$ cat config.mk
export PLATFORM = sky130hd
export DESIGN_NAME = uart_tx
export DESIGN_NICKNAME = d
export VERILOG_FILES = /design/src/rtl/uart_tx.sv
export SDC_FILE = /design/constraint.sdc
export NUM_CORES = 1
export LEC_CHECK = 0
export BUFFER_PORTS_ARGS = -buffer_cell sky130_fd_sc_hd__buf_2
export CORE_MARGIN = 2
export CORE_UTILIZATION = 62
export DETAILED_ROUTE_END_ITERATION = 8
export GPL_ROUTABILITY_DRIVEN = 0
export GPL_TIMING_DRIVEN = 0
export PLACE_DENSITY = 0.76
export REMOVE_ABC_BUFFERS = 1
export SLEW_MARGIN = 20
export SYNTH_ARGS = -nofsm -noshare
export SYNTH_HDL_FRONTEND = slang
export SYNTH_SLANG_ARGS = --single-unit
export TNS_END_PERCENT = 5
$ cat constraint.sdc
create_clock -name clk -period 3.63 [get_ports clk]
set_clock_uncertainty 0.2 [all_clocks]
set_input_delay 0.363 -clock clk [delete_from_list [all_inputs] [get_ports clk]]
set_output_delay 0.363 -clock clk [all_outputs]
set_load 0.005 [all_outputs]
$ cat src/rtl/uart_tx.sv
// 8N1 UART transmitter with a byte FIFO in front of the serial shifter.
// Define UART_TX_CTS_EN to gate frame starts on cts_n_in; otherwise cts_n_in is ignored.
module uart_tx #(
  parameter int BAUD_COUNT = 645,
  parameter int FIFO_DEPTH = 16
) (
  input  logic                          clk,
  input  logic                          rst,
  input  logic [7:0]                    data_in,
  input  logic                          valid_in,
  output logic                          ready_out,
  input  logic                          cts_n_in,
  output logic                          tx,
  output logic                          busy_out,
  output logic [$clog2(FIFO_DEPTH):0]   count_out
);

  localparam int PW = $clog2(FIFO_DEPTH);
  localparam int BW = $clog2(BAUD_COUNT);
  localparam logic [BW-1:0] BAUD_LAST = BW'(BAUD_COUNT - 1);
  localparam logic [PW:0]   DEPTH_C   = (PW + 1)'(FIFO_DEPTH);

  typedef enum logic [1:0] {IDLE, START, DATA, STOP} state_e;

  state_e        state_q, state_d;
  logic [BW-1:0] baud_q, baud_d;
  logic [2:0]    bit_idx_q, bit_idx_d;
  logic [7:0]    shift_q, shift_d;
  logic          tx_q, tx_d;
  logic [PW-1:0] wr_ptr_q, wr_ptr_d;
  logic [PW-1:0] rd_ptr_q, rd_ptr_d;
  logic [PW:0]   count_q, count_d;
  logic          ready_q, ready_d;
  logic [7:0]    mem_q [FIFO_DEPTH];

  logic cts_ok;
  logic push;
  logic pop;
  logic bit_done;

`ifdef UART_TX_CTS_EN
  assign cts_ok = ~cts_n_in;
`else
  logic unused_cts;
  assign unused_cts = cts_n_in;
  assign cts_ok     = 1'b1;
`endif

  // count_q excludes this cycle's push, so a byte pushed into an empty FIFO waits one edge.
  assign push     = valid_in && ready_q;
  assign pop      = (state_q == IDLE) && (count_q != '0) && cts_ok;
  assign bit_done = (baud_q == BAUD_LAST);

  always_comb begin
    wr_ptr_d = wr_ptr_q;
    rd_ptr_d = rd_ptr_q;
    count_d  = count_q;
    if (push) wr_ptr_d = wr_ptr_q + PW'(1);
    if (pop)  rd_ptr_d = rd_ptr_q + PW'(1);
    if (push && !pop)      count_d = count_q + (PW + 1)'(1);
    else if (!push && pop) count_d = count_q - (PW + 1)'(1);
    ready_d = (count_d < DEPTH_C);
  end

  always_comb begin
    state_d   = state_q;
    baud_d    = baud_q;
    bit_idx_d = bit_idx_q;
    shift_d   = shift_q;
    tx_d      = tx_q;
    if (state_q != IDLE) baud_d = bit_done ? '0 : baud_q + BW'(1);
    case (state_q)
      IDLE: begin
        tx_d = 1'b1;
        if (pop) begin
          state_d   = START;
          shift_d   = mem_q[rd_ptr_q];
          tx_d      = 1'b0;
          baud_d    = '0;
          bit_idx_d = '0;
        end
      end
      START: begin
        if (bit_done) begin
          state_d = DATA;
          tx_d    = shift_q[0];
        end
      end
      DATA: begin
        if (bit_done) begin
          if (bit_idx_q == 3'd7) begin
            state_d = STOP;
            tx_d    = 1'b1;
          end else begin
            shift_d   = shift_q >> 1;
            tx_d      = shift_q[1];
            bit_idx_d = bit_idx_q + 3'd1;
          end
        end
      end
      STOP: begin
        tx_d = 1'b1;
        if (bit_done) state_d = IDLE;
      end
      default: begin
        state_d = IDLE;
        tx_d    = 1'b1;
      end
    endcase
  end

  always_ff @(posedge clk) begin
    if (rst) begin
      state_q   <= IDLE;
      baud_q    <= '0;
      bit_idx_q <= '0;
      shift_q   <= '0;
      tx_q      <= 1'b1;
      wr_ptr_q  <= '0;
      rd_ptr_q  <= '0;
      count_q   <= '0;
      ready_q   <= 1'b1;
    end else begin
      state_q   <= state_d;
      baud_q    <= baud_d;
      bit_idx_q <= bit_idx_d;
      shift_q   <= shift_d;
      tx_q      <= tx_d;
      wr_ptr_q  <= wr_ptr_d;
      rd_ptr_q  <= rd_ptr_d;
      count_q   <= count_d;
      ready_q   <= ready_d;
    end
  end

  // Storage needs no reset: pointers and count define what is valid.
  always_ff @(posedge clk) begin
    if (push) mem_q[wr_ptr_q] <= data_in;
  end

  assign tx        = tx_q;
  assign busy_out  = (state_q != IDLE);
  assign ready_out = ready_q;
  assign count_out = count_q;

endmodule

### Word level (Yosys, flattened, before mapping)

Memories as Yosys holds them, arrays and structs flattened. A register that Yosys moved wholly into a read port is not among the register bits.
Index checks and enable logic that the tools add are counted.

* RAM bits: 128
* register bits: 38
* memories kept: 1
* logic and storage cells: 70
* input bits: 12

Memory list
* mem_q: words 16, bits a word 8, rd ports 1, clocked after Yosys merged registers in 1, write ports 1, RTL line 34 `logic [7:0] mem_q [FIFO_DEPTH];`

* add/sub/neg operators: 6
* order comparisons: 1
* equal/unequal tests: 11
* mux-type cells: 29
* reduce and logical (&&, ||, !) cells: 13

Operator list (count)
* 10-bit two-way mux: 4
* 8-bit two-way mux: 3
* 8-bit one-hot mux with 2 select lines: 1
* 2-bit != test (second input constant): 6
* 10-bit by 1-bit adder with 10-bit output (second input constant): 1
* 10-bit equality test (second input constant): 1
* 2-bit two-way mux: 5
* 5-bit two-way mux: 2
* 3-bit two-way mux: 3
* 4-bit by 1-bit adder with 4-bit output (second input constant): 2
* 4-bit two-way mux: 2
* 2-bit one-hot mux with 4 select lines: 1
* 1-bit two-way mux: 6
* 3-bit one-hot mux with 2 select lines: 1
* 5-bit by 1-bit adder with 5-bit output (second input constant): 1
* 5-bit less-than comparator (second input constant): 1
* 5-bit AND reduction: 1
* 5-bit nonzero test: 1
* 5-bit by 1-bit subtractor with 5-bit output (second input constant): 1
* 2-bit equality test (second input constant): 2
* 1-bit logical AND: 4
* 1-bit one-hot mux with 4 select lines: 1
* 4-bit AND reduction: 1
* 2-bit nonzero test: 2
* other kinds (6): 7

### Logic depth before layout (Yosys ltp)

Gate-level depths: netlist of run 1.

* depth after elaboration: 6
* depth in mapped cells: 12
* gate-level depth less buffers: 11

### Worst setup path before layout of run 1

No wires, ideal clock.

* path kind: reg-to-reg
* start point: register count_q[0], in the netlist count_out[0]
* end point: register count_q[4], in the netlist count_out[4]
* buffers on the path: 1
* arrival: 2.409 ns
* stages on the path, launching flop included: 12
* path slack: 0.894 ns
* data required time: 3.303 ns
* period minus slack after synthesis: 2.736 ns
* cells stage by stage: dfxtp_1 inv_1 ha_1 nor4b_2 nor2_1 inv_1 ha_1 clkbuf_1 nand3b_1 o31a_1 xnor2_1 nor2b_1

* word-level cells in the longest chain between the ends: 5
* elaborated cells on any way between the ends: 9
* classes of those cells: add/sub: 2; mux: 2; reduce/logical: 5

Ends and longest elaborated chain
* start: declaration: RTL line 32 `logic [PW:0] count_q, count_d;`
* start signal: assignment: RTL line 131 `count_q <= count_d;`
* 5-bit nonzero test *: RTL line 51 `assign pop = (state_q == IDLE) && (count_q != '0) && cts_ok;`
* 1-bit logical AND *: RTL line 51
* named net pop: RTL line 38 `logic pop;`
* 1-bit logical AND / 1-bit logical NOT (equally long branches): RTL line 61, 60
* 5-bit two-way mux / 1-bit logical AND (equally long branches): RTL line 61, 60
* 5-bit two-way mux *: RTL line 60 `if (push && !pop) count_d = count_q + (PW + 1)'(1);`

Mark *: on every way through the listed nets, which the timed path passes. The rest lies on a longest branch.
A chain may end at the register's enable or synchronous reset.

### Final worst setup path of run 1

Ends and elaborated chain as after synthesis.

==> metrics.cfg, run 1 <==
[final_layout]
postLayoutCellArea_sq_mm=0.00788
num-nets-final=504
area.growth.synth_to_final_pct=10.8
drive_above_1_share=0.189
antenna_cells=0

[min_path]
hp-class=in2reg
hold_depth=4

[synth]
yosys.area.top_type=edfxtp_1
ys_types=50
async_reset_ff_frac=0
ys_seq_area_frac=0.659
yosys.area_share.simple=0.0702
synth_xor_area_frac=0.00986
syn_area_per_cell_sq_um=15.4
yosys.area_share.adder=0.0299
synth_area_sq_mm=0.00711
synth-edff-count=128
ys_ff_latch=170
yosys-top-cells-area=edfxtp_1, dfxtp_1, mux4_2, mux2i_1, ha_1
synthMuxAreaShare=0.138
yosys_warnings=0
synth_compound_area_frac=0.0713
synth_flop_cell=edfxtp_1
netlist_instances=460
synth_top_family_by_area=multiplexers
synth_top_cell_area_share=0.541

[sta]
post-route-min-period_ns=3.22
tightest_slew_ns=0.954
finalCritPeriodShare=0.886
timing_hold_violations_final=0
setup-violations-final=0
setup_tns_ns=0
rsz0062_at_grt=false
finalMaxSlewViolations=0
slew_headroom=0.361
timing.fmax_mhz=311

[run_status]
status=finished, final reports clean

[floorplanning]
rows=39
die_h_microns=111
start_util=0.628
coreArea_sq_mm=0.0113
die_w_microns=111
fp.dieArea_sq_mm=0.0123
io_pins=20

[global_routing]
overflow=0
grt_pass1_wl_microns=21400
antenna_found_initial=0
grt_start_max_net_pins=41
track_usage=0.233
grt_pass1_vias=4022

[power]
p_per_area_mw_per_mm2=700
p_leak_nw=2.55
peakVddDrop_mv=0.570

[detailed_routing]
vias=4006
via_per_inst=6.36
detail-route-antenna-nets=0
drtIter0Drc=460
dr.pass1.iters=5
drc=0
drt_wl_total_microns=13400
wl_per_cell_microns=21.3

[critical_path]
arrival_ns=3.30
critPathKind=reg2reg
required_ns=3.71
rr_worst_depth=10
path_max_fanout=9
cp-start-kind=register
slowest_delay_ns=0.46
critPathSlowestCell=dfxtp_1
end_kind=register
crit_chain=inv_1 > ha_1 > nor4b_2 > nor2_1 > inv_1 > ha_1 > nand3b_1 > o31a_1 > xnor2_1 > nor2b_1

[clocking]
clock_path_buffers=2
cts-resized-gates=0
clkSinkCount=170
htreeDepth=4
post_cts_buffers=0
clkSlewWorstSetupHoldPaths_ns=0.06
cts_tree=built
cts_hold_buf=0
clock_latency_ns=0.42
cts_root_buf=clkbuf_16
cts_buffers=17

[run]
max_cap_violations=0

[place]
port_buffers=18
place_area_sq_mm=0.00731
dp_hpwl_microns=8240

critical path, delay by kind of cell, from the launching register on:
family | cells | cell delay (ns)
AND/OR/NAND/NOR | 4 | 1.03
adder cells (fa/ha/maj) | 2 | 0.60
flip-flops | 1 | 0.46
buffers and inverters | 2 | 0.38
AO/OA/AOI/OAI | 1 | 0.26
XOR/XNOR | 1 | 0.15
cells by family (layout without fill, tap and decap cells):
| logic type | after synthesis | after routing |
|---|---|---|
| muxes | 58 | 58 |
| AOI/OAI and AO/OA | 72 | 72 |
| buffers and inverters | 36 | 63 |
| DFF | 170 | 170 |
| and+or+nand+nor | 99 | 99 |
| xor gates and xnor gates | 8 | 8 |
| adders and majority gates | 17 | 17 |
cell type report:
cell class                      count  area (sq um)
Fill cell                         726          3440
Inverter                           12          45.0
Sequential cell                   170          4690
Multi-Input combinational cell    254          2300
Tap cell                          143           179
Clock buffer                       21           440
Clock inverter                     10           118
Timing Repair Buffer               20           105
cell usage after synthesis, types with 5 or more instances:
master,instances
nand2_1,20
dfxtp_1,42
clkbuf_1,16
mux4_2,32
a311oi_1,7
a21oi_1,18
buf_2,6
mux2i_1,24
nand4_1,6
nand3_1,6
ha_1,17
a211oi_1,14
inv_1,11
nor3_1,5
edfxtp_1,128
nor2_1,38
a22oi_1,7
o21ai_0,9
nand2b_1,5
worst paths after layout:
path | to | slack [ns] | start
setup reg to reg | count_out[4] | 0.41 | count_out[0]
hold / removal | wr_ptr_q[1] | 0.10 | valid_in
hold reg to reg | tx | 0.27 | tx
setup / recovery | count_out[4] | 0.41 | count_out[0]
stage by stage:
stage | setup slack [ns] | power [mW] | cells | utilization | hold WS [ns]
2_1_floorplan | 0.634 | 3.42 | 436 | - | 0.226
3_3_place_gp | 0.0466 | 3.75 | 597 | 0.642 | 0.243
3_5_place_dp | 0.430 | 3.80 | 599 | 0.646 | 0.255
4_1_cts | 0.391 | 5.54 | 630 | 0.695 | 0.0885
5_1_grt | 0.151 | 5.77 | 630 | 0.696 | 0.118
6_report | 0.413 | 5.51 | 630 | 0.696 | 0.100
sequential cells by signal (all words and copies together), names as in the netlist, named ones only:
name	cells
wr_ptr_q	4
state_q	2
mem_q	128
baud_q	10
bit_idx_q	3
shift_q	8
rd_ptr_q	4
count_out	5
ready_out	1
tx	1
placed cells by master (no fill, tap or decap), drive strengths merged, types with 13 or more instances in the layout:
cell,count
edfxtp,128
dfxtp,42
nor2,38
mux4,32
mux2i,24
clkbuf,21
nand2,20
buf,20
a21oi,18
ha,17
a211oi,14
inv,13
power breakdown:
group	switching [mW]	total, mW	internal (mW)
Sequential	0.212	2.46	2.25
Combinational	0.757	1.33	0.576
Clock	0.708	1.72	1.01
layer usage:
layer | share of wire | vias up | GRT usage
li1 | - | 1833 | -
met1 | 0.41 | 2019 | 0.301
met2 | 0.52 | 124 | 0.376
met3 | 0.048 | 30 | 0.0727
met4 | 0.025 | 0 | 0.0856
met5 | 0 | - | 0
Note: power is estimated with default switching activity, not from simulation.
==> run 2: changes to the inputs <==
- GPL_TIMING_DRIVEN: 0 -> 1
==> run 2 against run 1 <==
Effect of this change:
- via count shrank 0.52%
- sequential power shrank 2%
- register-to-register slack gained 0.09 ns
- global-route usage shrank 0.19 points
- critical endpoint unchanged
==> metrics.cfg, run 2 (same netlist as run 1, synthesis figures left out) <==
[critical_path]
r2r_end=count_out[4]
cp-start-kind=register
slowest_delay_ns=0.45
rrSetupSlack_ns=0.51
arrival_ns=3.20
critPathSlowestCell=dfxtp_1
critPathKind=reg2reg
crit_chain=inv_1 > ha_1 > nor4b_2 > nor2_1 > inv_1 > ha_1 > nand3b_1 > o31a_1 > xnor2_1 > nor2b_1
path_max_fanout=9
rr_worst_depth=10
required_ns=3.71
end_kind=register
reg2reg_from=count_out[0]

[final_layout]
reg.largest.list=mem_q x128, baud_q x10, shift_q x8
area.growth.synth_to_final_pct=11.3
num-fill-cells=735
drive_above_1_share=0.189
multi_input_area_sq_mm=0.00227
num-nets-final=511
largest_reg_flops=128
regMostFlops=mem_q
most-common-layout-cells=edfxtp_1, dfxtp_1, nor2_1
postLayoutCellArea_sq_mm=0.00791
final_common_cell=edfxtp_1
antenna_cells=0
ff_latch_area_sq_mm=0.00469

[detailed_routing]
detail-route-antenna-nets=0
drc=0
drt_wl_total_microns=13300
drtIter0Drc=343
via_per_inst=6.27
vias=3985
dr.pass1.iters=5
wl_per_cell_microns=21.0

[clocking]
clock_latency_ns=0.42
cts-resized-gates=0
post_cts_buffers=0
cts_tree=built
htreeDepth=4
cts_root_buf=clkbuf_16
cts_buffers=17
clock_path_buffers=2
clkSlewWorstSetupHoldPaths_ns=0.06
cts_hold_buf=0
clkSinkCount=170

[floorplanning]
io_pins=20
die_w_microns=111
fp.dieArea_sq_mm=0.0123
rows=39
die_h_microns=111
start_util=0.628
coreArea_sq_mm=0.0113

[min_path]
hold_end=mem_q[15][3]
hold_depth=1
worstHoldStart=data_in[3]
hp-class=in2reg

[power]
p_per_area_mw_per_mm2=700
pwr-share-comb=0.255
internal_power_mw=3.87
netSwitchingPower_mw=1.67
netSwitchingFraction=0.302
clkPwrFrac=0.311
seqPwrFrac=0.434
peakVddDrop_mv=0.658
p_leak_nw=2.57

[sta]
rsz0062_at_grt=false
tightest_slew_ns=0.963
post-route-min-period_ns=3.12
setup-violations-final=0
timing_hold_violations_final=0
finalCritPeriodShare=0.860
slew_headroom=0.356
timing.fmax_mhz=320
finalMaxSlewViolations=0
setup_tns_ns=0

[place]
place_area_sq_mm=0.00735
port_buffers=18
dp_hpwl_microns=8590

[run]
max_cap_violations=0

[global_routing]
grt_pass1_wl_microns=21300
antenna_found_initial=0
overflow=0
grt_pass1_vias=3939
grt_start_max_net_pins=41
track_usage=0.231

[run_status]
status=finished, final reports clean

## run 2: final cells by class
type                            instances  share of cell area
Multi-Input combinational cell        254               0.287
Inverter                               12             0.00570
Clock buffer                           20              0.0552
Sequential cell                       170               0.593
Timing Repair Buffer                   27              0.0215
Clock inverter                         10              0.0150
Tap cell                              143              0.0226
## run 2: worst max path at each step
stage / from / slack (ns) / end
finish: count_out[0] / 0.51 / count_out[4]
global route: count_out[0] / 0.22 / count_out[4]
CTS: count_out[0] / 0.47 / count_out[4]
detailed placement: count_out[0] / 0.51 / count_out[4]
global placement: count_out[0] / 0.58 / count_out[4]
floorplan: register / 0.63 / shift_q[7]
## run 2: layer usage
metal	vias to the layer above	track usage	share of wire
met5	-	0	0
met4	0	0.0683	0.015
met3	20	0.0749	0.047
met2	110	0.388	0.52
met1	2015	0.290	0.41
li1	1840	-	-
## run 2: worst max-delay path: cells and delay by family (launching register included)
kind | cells | cell delay (ns)
and+or+nand+nor | 4 | 1.00
buffers and inverters | 2 | 0.35
adders and majority gates | 2 | 0.59
AOI/OAI and AO/OA | 1 | 0.26
xor gates and xnor gates | 1 | 0.14
DFF | 1 | 0.45
## run 2: power groups by stage
stage,Sequential [mW],Combinational (mW),Clock (mW)
2_1_floorplan,2.44,0.981,0
3_3_place_gp,2.43,1.36,0
3_5_place_dp,2.44,1.40,0
4_1_cts,2.40,1.41,1.75
5_1_grt,2.43,1.55,1.82
6_report,2.40,1.41,1.72
## run 2: through the flow
stage / instances / hold slack [ns] / util / worst slack [ns] / total power [mW]
3_3_place_gp: 606 / 0.244 / 0.649 / 0.576 / 3.79
5_1_grt: 636 / 0.111 / 0.698 / 0.217 / 5.81
6_report: 636 / 0.116 / 0.698 / 0.508 / 5.54
2_1_floorplan: 436 / 0.226 / - / 0.634 / 3.42
4_1_cts: 636 / 0.104 / 0.698 / 0.474 / 5.57
3_5_place_dp: 606 / 0.252 / 0.649 / 0.507 / 3.84
==> run 3: changes to the inputs <==
- CORE_ASPECT_RATIO: default -> 1.2
==> run 3 against run 2 <==
Effect of this change:
- maximum frequency rose by 2.3%
- clock power rose by 6%
- flip-flop and latch count did not move
- cell area rose by 0.87%
- hold slack got worse by 0.0063 ns
- worst setup slack improved by 0.071 ns
- power rose by 1.6%
- register-to-register slack improved by 0.07 ns
- combinational power barely moved
- non-clock buffer count rose by 1
- critical endpoint unchanged
==> metrics.cfg, run 3 (same netlist as run 1, synthesis figures left out) <==
[run_status]
status=finished, final reports clean

[sta]
finalMaxSlewViolations=0
setup-violations-final=0
rsz0062_at_grt=false
slew_headroom=0.371
setup_tns_ns=0
tightest_slew_ns=0.941
finalCritPeriodShare=0.841
timing_hold_violations_final=0
layout_setup_ws_ns=0.578
post-route-min-period_ns=3.05
timing.fmax_mhz=328

[critical_path]
arrival_ns=3.14
critical_path.top_delay_family=simple AND/OR/NAND/NOR gates
required_ns=3.72
critPathSlowestCell=dfxtp_1
critPathKind=reg2reg
end_kind=register
crit_chain=inv_1 > ha_1 > nor4b_2 > nor2_1 > inv_1 > ha_1 > nand3b_1 > o31a_1 > xnor2_1 > nor2b_1
reg2reg_from=count_out[0]
cp-start-kind=register
path_max_fanout=9
slowest_delay_ns=0.45
path_buf_inv=2
crit_path_start=count_out[0]

[final_layout]
most-common-layout-cells=edfxtp_1, dfxtp_1, nor2_1
num-fill-cells=701
regMostFlops=mem_q
final_common_cell=edfxtp_1
largest_reg_flops=128
final_util=0.719
num-nets-final=512
reg.largest.list=mem_q x128, baud_q x10, shift_q x8
finalNonFillerCells=650
area.growth.synth_to_final_pct=12.2
antenna_cells=0
drive_above_1_share=0.200

[global_routing]
overflow=0
grt_pass1_wl_microns=21300
antenna_found_initial=0
grt_pass1_vias=3958
track_usage=0.243
grt_start_max_net_pins=41

[place]
place_inst=618
pre_cts_ws_ns=0.561
dp_hpwl_microns=8420
port_buffers=18

[clocking]
cts_buffers=17
clkSinkCount=170
clkSlewWorstSetupHoldPaths_ns=0.07
cts_root_buf=clkbuf_16
cts-resized-gates=0
clock_path_buffers=2
post_cts_buffers=0
clock_latency_ns=0.43
cts_hold_buf=0
cts_tree=built
htreeDepth=4

[power]
p_leak_nw=2.60
total_power_mw=5.63
peakVddDrop_mv=0.559
p_per_area_mw_per_mm2=706

[detailed_routing]
drtIter0Drc=295
drc=0
via_per_inst=6.03
wl_per_cell_microns=20.8
vias=3917
drt_wl_total_microns=13500
detail-route-antenna-nets=0
dr.pass1.iters=4

[floorplanning]
die_w_microns=102
io_pins=20
die_h_microns=121
rows=42
start_util=0.641
fp.dieArea_sq_mm=0.0123
coreArea_sq_mm=0.0111

[min_path]
hp-class=in2reg
worstHoldStart=data_in[3]

[run]
max_cap_violations=0

[run 3: layout make-up]
cell class,instances,area [sq um],share of cell area
flip-flops and latches,170,4690,0.587
multi-input cells,254,2270,0.285
clock buffers,17,425,0.0533
well taps,154,193,0.0242
clock inverters,15,178,0.0223
repair buffers,28,178,0.0223
inverters,12,45.0,0.00565
[run 3: stage by stage]
stage	instance area, sq um	hold slack, ns
after floorplan	7000	0.226
after global placement	7370	0.251
after detailed placement	7370	0.253
after CTS	7980	0.0906
after global routing	7980	0.110
final	7980	0.110
[run 3: report_power, final]
| group | leakage (nW) | internal [mW] | switching (mW) |
|---|---|---|---|
| Combinational | 0.812 | 0.612 | 0.791 |
| Clock | 0.295 | 1.04 | 0.785 |
| Sequential | 1.50 | 2.25 | 0.153 |
[run 3: worst paths after layout]
check                               endpoint  slack [ns]  depth (start not counted)
worst max-delay path            count_out[4]        0.58                         10
worst min-delay path             mem_q[1][3]        0.11                          1
worst max register to register  count_out[4]        0.58                         10
worst min register to register    shift_q[7]        0.27                          1
[run 3: layer usage]
metal	wire [microns]	GRT usage	up-vias
li1	-	-	1843
met1	5450	0.291	1963
met2	7320	0.420	97
met3	566	0.0662	14
met4	179	0.0853	0
met5	0	0	-
